<file path="src/rtl/toggle_req_responder_pkg.sv">
`default_nettype none
// ============================================================================
// Module   : toggle_req_responder_pkg
// Brief    : Shared state encoding and default parameters for the toggle
//            request responder and its synchronizer.
// Revision : 1.0 - initial release
// ============================================================================
package toggle_req_responder_pkg;

  localparam int SYNC_STAGES_DEF = 2;
  localparam int CNT_W_DEF       = 8;

  typedef enum logic [0:0] {
    ST_IDLE = 1'b0,
    ST_PEND = 1'b1
  } state_e;

endpackage
`default_nettype wire

</file>
<file path="src/rtl/toggle_req_responder_bit_sync.sv">
`default_nettype none
// ============================================================================
// Module   : bit_sync
// Brief    : N-stage single-bit synchronizer for a level that may change
//            asynchronously to clk. STAGES must be at least 2.
// Revision : 1.0 - initial release
// ============================================================================
module bit_sync #(
  parameter int STAGES = 2
) (
  input  logic clk,
  input  logic reset,
  input  logic d,
  output logic q
);

  logic [STAGES-1:0] sync_q;
  logic [STAGES-1:0] sync_d;

  // Shift the incoming level one stage further down the chain each cycle.
  always_comb begin
    sync_d = {sync_q[STAGES-2:0], d};
  end

  // Chain registers; cleared asynchronously so the crossing restarts at 0.
  always_ff @(posedge clk or posedge reset) begin
    if (reset) begin
      sync_q <= '0;
    end else begin
      sync_q <= sync_d;
    end
  end

  assign q = sync_q[STAGES-1];

endmodule
`default_nettype wire

</file>
<file path="src/rtl/toggle_req_responder.sv">
`default_nettype none
// ============================================================================
// Module   : toggle_req_responder
// Brief    : Receiving end of a two-phase toggle handshake. Each flip of the
//            synchronized request becomes one valid/ready event; acceptance
//            flips the acknowledge toggle and bumps a wrapping counter. A
//            request flip that cancels a still-pending event sets a sticky
//            error flag.
// Revision : 1.0 - initial release
// ============================================================================
module toggle_req_responder
  import toggle_req_responder_pkg::*;
#(
  parameter int SYNC_STAGES = SYNC_STAGES_DEF,
  parameter int CNT_W       = CNT_W_DEF
) (
  input  logic             clk,
  input  logic             reset,
  input  logic             req_tog,
  output logic             evt_valid,
  input  logic             evt_ready,
  output logic             ack_tog,
  output logic [CNT_W-1:0] evt_cnt,
  output logic             err,
  input  logic             err_clr
);

  localparam logic [CNT_W-1:0] CNT_ONE = {{(CNT_W-1){1'b0}}, 1'b1};

  logic             req_s;
  state_e           state_q, state_d;
  logic             ack_q,   ack_d;
  logic [CNT_W-1:0] cnt_q,   cnt_d;
  logic             err_q,   err_d;
  logic             err_set;

  // req_tog is only ever observed through this synchronizer.
  bit_sync #(
    .STAGES (SYNC_STAGES)
  ) u_req_sync (
    .clk   (clk),
    .reset (reset),
    .d     (req_tog),
    .q     (req_s)
  );

  // Next-state, acknowledge, counter and error-set decisions.
  always_comb begin
    state_d = state_q;
    ack_d   = ack_q;
    cnt_d   = cnt_q;
    err_set = 1'b0;
    case (state_q)
      ST_IDLE: begin
        if (req_s != ack_q) begin
          state_d = ST_PEND;
        end
      end
      ST_PEND: begin
        // Acceptance wins over a simultaneous cancel, but the cancel is
        // still reported as an error.
        if (evt_ready) begin
          ack_d   = ~ack_q;
          cnt_d   = cnt_q + CNT_ONE;
          state_d = ST_IDLE;
        end
        if (req_s == ack_q) begin
          err_set = 1'b1;
          state_d = ST_IDLE;
        end
      end
      default: begin
        state_d = ST_IDLE;
      end
    endcase
    // A new error on the same edge as a clear keeps the flag set.
    err_d = err_set | (err_q & ~err_clr);
  end

  // State, acknowledge, counter and error registers.
  always_ff @(posedge clk or posedge reset) begin
    if (reset) begin
      state_q <= ST_IDLE;
      ack_q   <= 1'b0;
      cnt_q   <= '0;
      err_q   <= 1'b0;
    end else begin
      state_q <= state_d;
      ack_q   <= ack_d;
      cnt_q   <= cnt_d;
      err_q   <= err_d;
    end
  end

  // Outputs come straight from registers; no path from evt_ready.
  assign evt_valid = (state_q == ST_PEND);
  assign ack_tog   = ack_q;
  assign evt_cnt   = cnt_q;
  assign err       = err_q;

endmodule
`default_nettype wire

</file>
<file path="config.mk">
export PLATFORM = sky130hd
export DESIGN_NAME = toggle_req_responder
export DESIGN_NICKNAME = d
export VERILOG_FILES = /design/src/rtl/toggle_req_responder_pkg.sv /design/src/rtl/toggle_req_responder_bit_sync.sv /design/src/rtl/toggle_req_responder.sv
export SDC_FILE = /design/constraint.sdc
export NUM_CORES = 1
export LEC_CHECK = 0
export CORE_UTILIZATION = 27
export DETAILED_ROUTE_END_ITERATION = 10
export PLACE_DENSITY = 0.63
export SLEW_MARGIN = 40
export SYNTH_ARGS = -nofsm -noshare
export SYNTH_HDL_FRONTEND = slang
export SYNTH_SLANG_ARGS = --single-unit
</file>
<file path="constraint.sdc">
create_clock -name clk -period 1.2 [get_ports clk]
set_input_delay 0.24 -clock clk [delete_from_list [all_inputs] [get_ports clk]]
set_output_delay 0.24 -clock clk [all_outputs]
set_load 0.005 [all_outputs]
</file>
==> results.toml, run 1 <==
[setup_path]
cp_data_required_time_ps = 960
path_class = "register to primary output"
worst_setup_path_start_kind = "register"
path_delay_family = "flip-flops"
rr_startpoint = "evt_cnt[0]$_DFFE_PP0P_"
crit_buf_inv = 1
cp_max_fo = 2
crit_slowest_cell = "dfrtp_1"
r2r_end = "evt_cnt[1]$_DFFE_PP0P_"
path_cells = "dlygate4sd2_1"
cp-end-kind = "primary output"
reg2reg_depth = 3
max_stage_delay_ps = 380
arrival_ps = 920
r2r_slack_ps = 90

[timing]
max-slew-margin-rel_pct = 87.6
tns_ps = 0
hold_viol_final = 0
hold_ws_ps = 251
fin_skew_ps = 3.74
fmax_mhz = 865
slew_violations = 0
post-route-min-period_ps = 1160
grt_setup_unrepaired = "false"
fin_ws_ps = 43.5
finalSetupViolations = 0
layout_worst_path_cycle_share_pct = 96.4
tightest_slew_ps = 185

[drt]
wire_per_inst_um = 10.2
vias = 416
antenna_left = 0
wirelength_mm = 1.03
dr.pass1.iters = 2
drt_iter0_markers = 4
drc = 0
vias_per_cell = 4.12

[global_route]
overflow = 0
grt_pass1_wl_mm = 1.71
grt_pass1_vias = 385
antenna_found_initial = 0
grt_max_degree = 14
grt.total_usage_pct = 12.0

[synth]
syn_inst = 40
ys_ff_latch = 13
synth_nets = 46
synth.distinct_cells = 15
syn_avg_cell_area_um2 = 13.0
ys_seq_area_share_pct = 62.4
yosys_warnings = 0
netlist_area_um2 = 522

[clock_network]
cts.sinks = 13
cts_buffers = 3
clk_pin_slew_worst_paths_ps = 80
cts_max_level = 1
insertion_delay_ps = 270
cts_tree = "built"
cts_hold_buf = 0
cts_buffer_depth = 2
cts_root_buf = "clkbuf_4"

[power_and_ir_drop]
leakagePower_nw = 0.433
peakVddDrop_mv = 0.948
power_density_mw_per_mm2 = 2080

[final_layout]
final_nets = 83
drive_above_1_share_pct = 34.2
final_area_um2 = 865
nFillCells = 177
syn_to_final_growth_pct = 65.7
antennaDiodeCount = 0

[status]
status = "complete, no violations"

[placed_design]
hpwl_um = 679
port_buffers = 15
placed_cell_area_um2 = 778
place_congestion = 0.743
place_ws_ps = -211

[die]
dieArea_mm2 = 0.00211
die_w_um = 46.0
die_h_um = 46.0
ios = 16
start_util_pct = 29.6
rows = 15
core-area_mm2 = 0.00176

[job]
max_cap_violations = 0

[worst_hold_path]
hold_class = "input port to async pin"
-- through the flow --
stage               util [%]  power, mW  std cells
floorplan                  -      0.976         40
global placement        44.1       1.46         90
detailed placement      44.1       1.46         90
CTS                     47.4       1.73        100
global route            49.0       1.95        101
finish                  49.0       1.80        101
-- worst max path at each step --
stage,from,end,slack [ps],cells after the start
finish,evt_cnt[7]$_DFFE_PP0P_,evt_cnt[7],40,1
CTS,evt_valid$_DFF_PP0_,evt_valid,20,1
global route,ack_tog$_DFFE_PP0P_,ack_tog,0.4,1
detailed placement,evt_ready,evt_cnt[7]$_DFFE_PP0P_,-210,4
floorplan,evt_cnt[0]$_DFFE_PP0P_,evt_cnt[1]$_DFFE_PP0P_,140,2
global placement,evt_ready,evt_cnt[7]$_DFFE_PP0P_,-180,4
-- kinds of logic after synthesis --
kind of cell | share of synthesized area (%)
AND/OR/NAND/NOR | 14.6
adder cells (fa/ha/maj) | 2.40
buffers and inverters | 1.44
flip-flops | 62.3
AO/OA/AOI/OAI | 1.92
multiplexers | 2.16
XOR/XNOR | 15.1
-- power by group --
part	switching [mW]	leakage [nW]	internal [mW]
sequential	0.0714	0.162	0.581
combinational	0.340	0.256	0.540
clock	0.139	0.0150	0.129
-- registers in the layout (all words and copies together) (netlist names) --
| signal | flops |
|---|---|
| u_req_sync.sync_q | 2 |
| evt_valid | 1 |
| err | 1 |
| ack_tog | 1 |
| evt_cnt | 8 |
-- cell usage after synthesis (all sizes together) --
library cell  count  area (um2)
dfrtp            13         325
xnor2             7        61.3
nand2             6        22.5
inv               2        7.51
xor2              2        17.5
a21oi             1        5.00
and3              1        6.26
and4              1        11.3
ha                1        12.5
mux2              1        11.3
nand3             1        10.0
nand4             1        12.5
nor2              1        3.75
nor3              1        10.0
o21ai             1        5.00
-- per-layer routing --
metal | vias to the layer above | global-route usage (%) | wire length, um
li1 | 206 | - | -
met1 | 198 | 15.4 | 441
met2 | 10 | 16.9 | 525
met3 | 2 | 3.57 | 56
met4 | 0 | 8.82 | 5
met5 | - | 0 | 0
-- layout make-up --
type / instances / area (um2) / area share, %
clock buffer: 4 / 26.3 / 3.04
inverter: 2 / 7.51 / 0.868
multi-input combinational: 25 / 201 / 23.3
sequential: 13 / 325 / 37.6
tap: 25 / 31.3 / 3.62
timing repair buffer: 32 / 273 / 31.5
-- timing repair --
action	CTS	global route
buffers inserted	6	1
hold endpoints to repair	0	0
pin swaps	0	1
resized for setup	11	6
endpoints found under the setup margin	11	7
-- cell usage in the layout, fill, tap and decap left out --
| master | count |
|---|---|
| xnor2_1 | 7 |
| clkdlybuf4s15_1 | 4 |
| mux2_2 | 1 |
| clkbuf_1 | 1 |
| buf_4 | 16 |
| nor2_1 | 1 |
| dlygate4sd2_1 | 7 |
| buf_6 | 1 |
| inv_1 | 2 |
| clkbuf_4 | 3 |
| xor2_1 | 2 |
| nand2_1 | 6 |
| clkdlybuf4s50_1 | 4 |
| nor3_2 | 1 |
| a21oi_1 | 1 |
| dfrtp_1 | 13 |
| and4_4 | 1 |
| ha_4 | 1 |
| and3_1 | 1 |
| nand4_2 | 1 |
| nand3_2 | 1 |
| o21ai_0 | 1 |
No activity file was read; power rests on OpenSTA's default activity.
==> run 2, diff against run 1 <==
--- a/config.mk
+++ b/config.mk
@@ -5,9 +5,10 @@
 export SDC_FILE = /design/constraint.sdc
 export NUM_CORES = 1
 export LEC_CHECK = 0
-export CORE_UTILIZATION = 27
+export CORE_AREA = 2 2 39 41
 export DETAILED_ROUTE_END_ITERATION = 10
-export PLACE_DENSITY = 0.63
+export DIE_AREA = 0 0 41 43
+export PLACE_DENSITY = 0.81
 export SLEW_MARGIN = 40
 export SYNTH_ARGS = -nofsm -noshare
 export SYNTH_HDL_FRONTEND = slang
==> run 2 against run 1 <==
Effect of this change:
- worst setup slack worse by 17 ps
- worst hold slack gained 13 ps
- sequential cell count did not move
- routed wire length up 5.1%
- first-iteration DRC count increased by 25%
- fmax is 1.5% lower
- combinational power fell by 0.8%
- count of clock-buffer cells in the layout is the same
- clock power barely moved
- non-clock buffer count grew 1
- power is 0.41% lower
- cell area is 2.0% lower
==> results.toml, run 2 (synthesis gave the netlist of run 1 again) <==
[final_layout]
layout_commonest_cell = "buf_4"
final_area_um2 = 847
drive_above_1_share_pct = 33.8
final_nets = 84
final_cell_mix = "buf_4, dfrtp_1, xnor2_1, nand2_1, clkdlybuf4s15_1"
syn_to_final_growth_pct = 62.4
largest_reg_flops = 8
antennaDiodeCount = 0
layout.cells.non_filler = 93

[setup_path]
cp-end-kind = "register"
cp_data_required_time_ps = 1360
path_class = "register to register"
crit_slowest_cell = "dfrtp_1"
path_cells = "buf_4, ha_1, mux2_2"
max_stage_delay_ps = 390
path_delay_family = "flip-flops"
crit_buf_inv = 1
arrival_ps = 1330
worst_setup_path_start_kind = "register"
cp_max_fo = 3

[power_and_ir_drop]
p_sw_uw = 546
power_frac_seq_pct = 36.5
power_density_mw_per_mm2 = 2120
peakVddDrop_mv = 1.13
power_frac_clock_pct = 14.8
power_mw = 1.79
pwr-share-comb_pct = 48.7
switching_share_pct = 30.4
p_int_mw = 1.25
leakagePower_nw = 0.427

[timing]
layout_worst_path_cycle_share_pct = 97.8
fmax_mhz = 852
tns_ps = 0
tightest_slew_ps = 204
post-route-min-period_ps = 1170
slew_violations = 0
fin_skew_ps = 1.27
finalSetupViolations = 0
max-slew-margin-rel_pct = 86.2
fin_ws_ps = 26.4
hold_viol_final = 0

[drt]
vias_per_cell = 4.63
dr.pass1.iters = 2
drc = 0
antenna_left = 0
drt_iter0_markers = 5
wirelength_mm = 1.08
vias = 431
wire_per_inst_um = 11.6

[global_route]
grt_pass1_vias = 433
grt_max_degree = 14
grt_pass1_wl_mm = 1.85
overflow = 0
antenna_found_initial = 0
grt.total_usage_pct = 16.0

[die]
dieArea_mm2 = 0.00176
ios = 16
core-area_mm2 = 0.00138
rows = 14
die_w_um = 41
start_util_pct = 37.7
die_h_um = 43

[clock_network]
cts_max_level = 1
clk_pin_slew_worst_paths_ps = 80
cts.sinks = 13
insertion_delay_ps = 270
cts_buffers = 3
cts_root_buf = "clkbuf_4"
cts_buffer_depth = 2
cts_tree = "built"

[placed_design]
place_ws_ps = -236
hpwl_um = 760
dp.cells = 81
placed_cell_area_um2 = 767
port_buffers = 15
place_congestion = 0.685

[job]
max_cap_violations = 0

[worst_hold_path]
hold_class = "input port to async pin"

[status]
status = "complete, no violations"
run 2: cell types whose count changed in the layout (fill, tap and decap cells not counted):
| cell | delta |
|---|---|
| ha_4 | -1 |
| buf_6 | -1 |
| clkdlybuf4s15_1 | +2 |
| ha_1 | +1 |
| dlygate4sd2_1 | -2 |
| buf_4 | +2 |
run 2: final timing paths:
path,to,startpoint,slack (ps),depth (start not counted)
max reg2reg,evt_cnt[1]$_DFFE_PP0P_,evt_cnt[0]$_DFFE_PP0P_,30,3
max,evt_cnt[1]$_DFFE_PP0P_,evt_cnt[0]$_DFFE_PP0P_,30,3
max in group asynchronous,u_req_sync.sync_q[1]$_DFF_PP0_,reset,780,3
min reg2reg,u_req_sync.sync_q[1]$_DFF_PP0_,u_req_sync.sync_q[0]$_DFF_PP0_,360,0
min in group clk,u_req_sync.sync_q[1]$_DFF_PP0_,u_req_sync.sync_q[0]$_DFF_PP0_,360,0
min,evt_cnt[7]$_DFFE_PP0P_,reset,260,3
run 2: power groups by stage:
| stage | sequential, mW | clock [mW] | combinational, mW |
|---|---|---|---|
| final | 0.655 | 0.265 | 0.874 |
| after floorplan | 0.742 | 0 | 0.234 |
| after detailed placement | 0.687 | 0 | 0.789 |
| after global routing | 0.670 | 0.310 | 0.973 |
| after CTS | 0.647 | 0.274 | 0.843 |
| after global placement | 0.677 | 0 | 0.776 |
run 2: worst reg2reg max path, delay by kind of cell, from the launching register on:
| family | cells | cell delay, ps |
|---|---|---|
| adders and majority gates | 1 | 280 |
| buffers and inverters | 1 | 150 |
| DFF | 1 | 390 |
| muxes | 1 | 250 |
run 2: final cells by class:
type | instances | area, um2
flip-flops and latches | 13 | 325
fillers | 115 | 537
repair buffers | 33 | 279
well taps | 16 | 20.0
clock buffers | 4 | 26.3
multi-input cells | 25 | 189
inverters | 2 | 7.51
run 2: per-stage QoR:
stage,hold slack (ps),utilization [%]
floorplan,117,-
detailed placement,350,55.4
global route,269,61.2
finish,265,61.2
global placement,333,55.4
CTS,265,59.6
run 2: layer usage:
layer  wire, um  global-route usage [%]  vias up
met4         11                    6.00        0
met5          0                       0        -
li1           -                       -      209
met3         55                    6.28        2
met1        445                    19.0      208
met2        567                    25.0       12
run 2: repair_timing:
action	CTS	global route
endpoints found under the hold margin	0	0
buffers inserted	6	2
pin swaps	0	1
setup endpoints to repair	11	8
resized for setup	11	6
hold buffers	0	0
